==> src/rtl/sigma_delta_adc_decim.sv <==
// 3rd-order CIC decimator turning a 1-bit sigma-delta bitstream into signed 18-bit samples.
// Optional build macro SD_ADC_DC_BLOCK_EN adds a one-pole DC-blocking high-pass after saturation.
module sigma_delta_adc_decim #(
  parameter  int DECIM_LOG2 = 6,
  localparam int ACC_W      = 3*DECIM_LOG2 + 2
) (
  input  logic               clk,
  input  logic               reset,
  input  logic               din,
  output logic signed [17:0] smpl,
  output logic               smpl_rdy
);

  localparam int GAIN_LOG2 = 3*DECIM_LOG2;
  localparam int SHR       = (GAIN_LOG2 > 16) ? (GAIN_LOG2 - 16) : 0;
  localparam int SHL       = (GAIN_LOG2 < 16) ? (16 - GAIN_LOG2) : 0;
  localparam int SAT_W     = ACC_W + 16;

  localparam logic signed [SAT_W-1:0]  POS_FS  = SAT_W'(32'sd65536);
  localparam logic signed [SAT_W-1:0]  NEG_FS  = SAT_W'(-32'sd65536);
  localparam logic [DECIM_LOG2-1:0]    CNT_MAX = {DECIM_LOG2{1'b1}};
  localparam logic [DECIM_LOG2-1:0]    CNT_ONE = {{(DECIM_LOG2-1){1'b0}}, 1'b1};

  localparam logic [2:0] ST_IDLE = 3'd0;
  localparam logic [2:0] ST_C1   = 3'd1;
  localparam logic [2:0] ST_C2   = 3'd2;
  localparam logic [2:0] ST_C3   = 3'd3;
  localparam logic [2:0] ST_OUT  = 3'd4;
`ifdef SD_ADC_DC_BLOCK_EN
  localparam logic [2:0] ST_DCB  = 3'd5;
`endif

  function automatic logic signed [17:0] sat18(input logic signed [SAT_W-1:0] v);
    logic signed [17:0] r;
    if (v > POS_FS) begin
      r = 18'sh10000;
    end else if (v < NEG_FS) begin
      r = 18'sh30000;
    end else begin
      r = v[17:0];
    end
    return r;
  endfunction

  logic [DECIM_LOG2-1:0]   cnt_r;
  logic [ACC_W-1:0]        i1_r, i2_r, i3_r;
  logic [ACC_W-1:0]        cap_r;
  logic [ACC_W-1:0]        d1_r, d2_r, d3_r;
  logic [ACC_W-1:0]        c1_r, c2_r, c3_r;
  logic [2:0]              state_r;
  logic [1:0]              warm_r;
  logic signed [17:0]      smpl_r;
  logic                    smpl_rdy_r;
  logic [ACC_W-1:0]        step_s;
  logic signed [SAT_W-1:0] ext_s;
  logic signed [SAT_W-1:0] norm_s;
  logic signed [17:0]      sat_s;

  // Bitstream to +/-1 step, and normalisation so CIC full scale lands on +/-2^16.
  always_comb begin
    step_s = {{(ACC_W-1){~din}}, 1'b1};
    ext_s  = SAT_W'($signed(c3_r));
    if (GAIN_LOG2 >= 16) begin
      norm_s = ext_s >>> SHR;
    end else begin
      norm_s = ext_s <<< SHL;
    end
    sat_s = sat18(norm_s);
  end

`ifdef SD_ADC_DC_BLOCK_EN
  logic signed [17:0] x_r, x_prev_r, y_prev_r;
  logic signed [19:0] y_s;
  logic signed [17:0] y_sat_s;

  // One-pole high-pass: y = x - x_prev + y_prev - y_prev/1024, then clamped.
  always_comb begin
    y_s     = 20'(x_r) - 20'(x_prev_r) + 20'(y_prev_r) - 20'(y_prev_r >>> 10);
    y_sat_s = sat18(SAT_W'(y_s));
  end
`endif

  // Integrators, decimation counter and the comb/output sequencer.
  always_ff @(posedge clk) begin
    if (!reset) begin
      cnt_r      <= '0;
      i1_r       <= '0;
      i2_r       <= '0;
      i3_r       <= '0;
      cap_r      <= '0;
      d1_r       <= '0;
      d2_r       <= '0;
      d3_r       <= '0;
      c1_r       <= '0;
      c2_r       <= '0;
      c3_r       <= '0;
      state_r    <= ST_IDLE;
      warm_r     <= 2'd0;
      smpl_r     <= 18'sd0;
      smpl_rdy_r <= 1'b0;
`ifdef SD_ADC_DC_BLOCK_EN
      x_r        <= 18'sd0;
      x_prev_r   <= 18'sd0;
      y_prev_r   <= 18'sd0;
`endif
    end else begin
      i1_r       <= i1_r + step_s;
      i2_r       <= i2_r + i1_r;
      i3_r       <= i3_r + i2_r;
      cnt_r      <= cnt_r + CNT_ONE;
      smpl_rdy_r <= 1'b0;
      case (state_r)
        ST_IDLE: begin
          if (cnt_r == CNT_MAX) begin
            cap_r   <= i3_r;
            state_r <= ST_C1;
          end
        end
        ST_C1: begin
          c1_r    <= cap_r - d1_r;
          d1_r    <= cap_r;
          state_r <= ST_C2;
        end
        ST_C2: begin
          c2_r    <= c1_r - d2_r;
          d2_r    <= c1_r;
          state_r <= ST_C3;
        end
        ST_C3: begin
          c3_r    <= c2_r - d3_r;
          d3_r    <= c2_r;
          state_r <= ST_OUT;
        end
        ST_OUT: begin
`ifdef SD_ADC_DC_BLOCK_EN
          x_r     <= sat_s;
          state_r <= ST_DCB;
`else
          smpl_r  <= sat_s;
          state_r <= ST_IDLE;
          // The first three periods only settle the comb delays.
          if (warm_r == 2'd3) begin
            smpl_rdy_r <= 1'b1;
          end else begin
            warm_r <= warm_r + 2'd1;
          end
`endif
        end
`ifdef SD_ADC_DC_BLOCK_EN
        ST_DCB: begin
          smpl_r   <= y_sat_s;
          x_prev_r <= x_r;
          y_prev_r <= y_sat_s;
          state_r  <= ST_IDLE;
          if (warm_r == 2'd3) begin
            smpl_rdy_r <= 1'b1;
          end else begin
            warm_r <= warm_r + 2'd1;
          end
        end
`endif
        default: begin
          state_r <= ST_IDLE;
        end
      endcase
    end
  end

  assign smpl     = smpl_r;
  assign smpl_rdy = smpl_rdy_r;

endmodule

==> config.mk <==
export PLATFORM = sky130hd
export DESIGN_NAME = sigma_delta_adc_decim
export DESIGN_NICKNAME = d
export VERILOG_FILES = /design/src/rtl/sigma_delta_adc_decim.sv
export SDC_FILE = /design/constraint.sdc
export NUM_CORES = 1
export LEC_CHECK = 0
export ABC_CLOCK_PERIOD_IN_PS = 3500
export CAP_MARGIN = 20
export CORE_ASPECT_RATIO = 1.75
export CORE_MARGIN = 2
export CORE_UTILIZATION = 35
export DETAILED_ROUTE_END_ITERATION = 10
export MAX_ROUTING_LAYER = met4
export PLACE_DENSITY = 0.58
export SYNTH_ARGS = -nofsm -noshare
export SYNTH_HDL_FRONTEND = slang
export SYNTH_SLANG_ARGS = --single-unit
export TNS_END_PERCENT = 50
==> constraint.sdc <==
create_clock -name clk -period 3.5 [get_ports clk]
set_input_delay 0.875 -clock clk [delete_from_list [all_inputs] [get_ports clk]]
set_output_delay 0.875 -clock clk [all_outputs]
set_load 0.05 [all_outputs]
=== Word-level counts from Yosys, hierarchy flattened ===
Index checks and enable logic that the tools add are counted.

* Register bits: 230
* Bits of input ports: 3
* Output and inout port bits: 19
* Logic and storage cells: 43

* $add $sub $neg: 8
* Order comparisons: 2
* Equality and inequality tests: 7
* Mux-type cells: 5
* Bitwise gates (word level): 2
* Reduce and logical (&&, ||, !) cells: 4

{| class="wikitable"
|+ Operators by type and width
! kind !! number
|-
| $add 20x20->20 || 3
|-
| $sub 20x20->20 || 3
|-
| $mux 18 || 2
|-
| $gt 18x18->1 const B || 1
|-
| $lt 18x17->1 const B || 1
|-
| $pmux 3 s4 || 1
|-
| $add 6x1->6 const B || 1
|-
| $eq 3x2->1 const B || 2
|-
| $eq 6x6->1 const B || 1
|-
| $reduce_and 2->1 || 3
|-
| $eq 3x1->1 const B || 1
|-
| $eq 3x3->1 const B || 1
|-
| $logic_not 3->1 || 1
|-
| $mux 3 || 1
|-
| $add 2x1->2 const B || 1
|-
| $eq 2x2->1 const B || 1
|-
| $ne 2x2->1 const B || 1
|-
| $not 1->1 || 2
|-
| $mux 1 || 1
|}

=== Longest topological paths before layout ===
* Word-level depth: 3
* Gate-level depth with buffers: 11
* Mapped depth without buffers: 11

=== Least setup slack after synthesis ===
No wires, ideal clock.

* Path type: input -> register
* Start point: input din
* End point: register i1_r[14]
* Library setup time: 0.128 ns
* Arrival: 2.985 ns
* Data required time: 3.372 ns
* Setup slack: 0.387 ns
* Stages on the path: 10
* Path buffers: 0
* Cells stage by stage: inv_1 -> ha_1 -> a21o_1 -> a21oi_1 -> o21ai_0 -> a211oi_1 -> o21ai_0 -> a21oi_1 -> xor2_1 -> nor2_1

* Word-level cells in the longest chain between the ends: 2

{| class="wikitable"
|+ RTL lines
! what !! line !! source
|-
| from (decl) || 9 || <nowiki>input logic din,</nowiki>
|-
| $not 1->1 || 61 || <nowiki>step_s = {{(ACC_W-1){~din}}, 1'b1};</nowiki>
|-
| $add 20x20->20 || 107 || <nowiki>i1_r <= i1_r + step_s;</nowiki>
|-
| to (signal assigned) || 107 ||
|-
| to (decl) || 46 || <nowiki>logic [ACC_W-1:0] i1_r, i2_r, i3_r;</nowiki>
|}

Every way passes these cells.
A chain may end at the register's enable or synchronous reset.

=== Worst setup path in the final report ===
* Start point: input din
* End point: register i1_r[15]

The elaborated chain is that of the path after synthesis.

==> impl_metrics.toml <==
[status]
status = "finished, final reports clean"

[timing]
slew_headroom_pct = 34.4
rsz0062_at_grt = "no"
worst_pin_slew_ns = 0.981
clock_skew_ns = 0.00984
period_share_pct = 86.8
hold_violations = 0
fin_crit_ns = 3.04
fmax_mhz = 329
final-setup-viol-count = 0
setup_slack_ns = 0.462
drv_slew = 0

[placement]
dp_cells = 2013
pre_cts_ws_ns = -0.0898
placed_cell_area_mm2 = 0.0134
hpwl_um = 20300
gp_congestion = 0.844
port_buffers = 21

[final_layout]
area_growth_pct = 12.9
fin_util_pct = 40.1
final_cell_count_no_fill = 2055
drive_gt1_share_pct = 6.10
final_common_cell = "nand2_1"
fin_area_mm2 = 0.0142
final_cell_mix = "nand2_1 (253), dfxtp_1 (228), a21oi_1 (187), nor2_1 (132), ha_1 (114)"
antenna_cells = 0
finalNetCount = 1696

[grt]
grt_pass1_vias = 10300
antenna_found_initial = 0
grt_start_max_net_pins = 80
grt-ovfl-total = 0
grt_pass1_wl_um = 46400
grtUsageTotal_pct = 15.2

[die]
row_count = 91
start_util_pct = 35.5
dieArea_mm2 = 0.0374
boundaryPins = 22
die_h_um = 254
die_w_um = 147
coreArea_mm2 = 0.0353

[synthesis]
synth_seq_area_share_pct = 36.4
synth_nets = 1676
synth_area_per_cell_um2 = 8.07
synth-main-ff-cell = "dfxtp_1"
ys_ff_latch = 228
synthDistinctLibCells = 69
yosys_warnings = 0
async_reset_ff_share_pct = 0
synth_edf_count = 0
synth_area_mm2 = 0.0125
synthCells = 1554

[power_and_ir_drop]
p_clk_share_pct = 32.4
internal_power_mw = 5.29
p_leak_nw = 5.50
p_comb_share_pct = 28.0
netSwitchingPower_mw = 2.38
peakVddDrop_v = 0.000466
p_seq_share_pct = 39.6
powerDensity_mw_per_mm2 = 542
netSwitchingFraction_pct = 31.0

[critical_path]
critPathMaxFanout = 8
crit_path_start_kind = "input port"
cp_cell_sequence = "clkdlybuf4s50_1 > inv_1 > ha_1 > a211oi_1 > o21ai_1 > a31o_2 > o31a_1 > a211oi_2 > buf_4 > xor2_1 > nor2_1"
cp-end-kind = "flip-flop"
critPathKind = "input port to flip-flop"
cpPeakStageDelay_ns = 0.47
cpMaxStageDelayCell = "clkdlybuf4s50_1"
critical_path_required_ns = 3.91
worstPathArrival_ns = 3.45

[clock_tree]
clkTransAtPathRegs_ns = 0.06
cts_made_buffers = 24
cts-root-buf = "clkbuf_16"
postCtsSetupBuffers = 0
tritoncts = "done"
clockBufferDepth = 3
clkLatencyLatePin_ns = 0.53
ctsResizeCount = 0
hold_buffers = 0
cts_sinks = 228
htreeDepth = 1

[drt]
first_pass_iters = 4
drt_iter0_markers = 391
drt-wirelength-per-cell_um = 13.3
num_vias = 10400
wl_um = 27300
via_per_inst = 5.04
ant_nets = 0
post-route-drc-count = 0

[run]
max_cap_violations = 0

[worst_hold_path]
hp-class = "flip-flop to flip-flop"
## worst max-delay path: cells and delay by family
family / cells / cell delay (ns)
XOR/XNOR: 1 / 0.14
AO/OA/AOI/OAI: 5 / 1.24
AND/OR/NAND/NOR: 1 / 0.05
buffers and inverters: 3 / 0.78
adder cells (fa/ha/maj): 1 / 0.36
## flip-flops by register name (all words and copies together) (netlist names)
name,cells
c1_r,20
c2_r,20
cap_r,20
d1_r,20
d2_r,20
d3_r,20
i1_r,20
i2_r,20
i3_r,20
c3_r,18
smpl,18
cnt_r,6
state_r,3
warm_r,2
smpl_rdy,1
## synthesized netlist by cell type (13+ instances only)
library cell	n	area share (%)
clkbuf_1	54	1.6
nand2_1	253	7.6
o21a_1	18	1.1
dfxtp_1	228	36
nand3_1	43	1.7
a21oi_1	187	7.5
and2_1	17	0.85
ha_1	114	11
xnor2_1	56	3.9
a21o_1	28	1.7
inv_1	86	2.6
and3_1	13	0.65
a31oi_1	13	0.65
a22oi_1	16	0.96
o21ai_0	61	2.4
xor2_1	40	2.8
a211oi_1	17	1.0
nor2_1	132	4.0
## kinds of logic after synthesis
kind of cell	Yosys count	share of synthesized area, %
muxes	5	0.399
xor gates and xnor gates	96	6.70
AOI/OAI and AO/OA	420	20.9
adders and majority gates	119	12.2
and+or+nand+nor	540	19.0
buffers and inverters	146	4.39
DFF	228	36.4
## power groups by stage
stage          registers (mW)  clock network [mW]  logic [mW]
2_1_floorplan            3.03                   0        1.72
3_3_place_gp             3.10                   0        2.08
3_5_place_dp             3.10                   0        2.14
4_1_cts                  3.04                2.58        2.15
5_1_grt                  3.07                2.66        2.42
6_report                 3.04                2.49        2.15
## final cells by class
class | count | area [um2]
Clock buffer | 38 | 744
Clock inverter | 4 | 23.8
Fill cell | 3643 | 21100
Inverter | 86 | 328
Multi-Input combinational cell | 1180 | 7450
Sequential cell | 228 | 4560
Tap cell | 465 | 582
Timing Repair Buffer | 54 | 465
## layer usage
metal / track usage, % / routed length (um)
met5: - / 0
met4: 5.66 / 830
met3: 1.79 / 693
met2: 31.0 / 15300
met1: 14.1 / 10400
## path summary, 6_finish.rpt
path | slack [ns] | endpoint | startpoint | depth (start not counted)
worst max-delay path | 0.46 | i1_r[15] | din | 11
worst min-delay path | 0.45 | cnt_r[0] | cnt_r[0] | 1
worst max register to register | 0.47 | c2_r[16] | c1_r[0] | 11
worst min register to register | 0.45 | cnt_r[0] | cnt_r[0] | 1
## stage by stage
stage / TNS, ns / total power, mW / hold WS (ns)
after floorplan: 0 / 4.75 / 0.418
after global placement: -0.244 / 5.17 / 0.427
after detailed placement: -0.351 / 5.24 / 0.440
after CTS: 0 / 7.77 / 0.454
after global routing: 0 / 8.15 / 0.468
final: 0 / 7.67 / 0.450
Note: power is estimated with default switching activity, not from simulation.
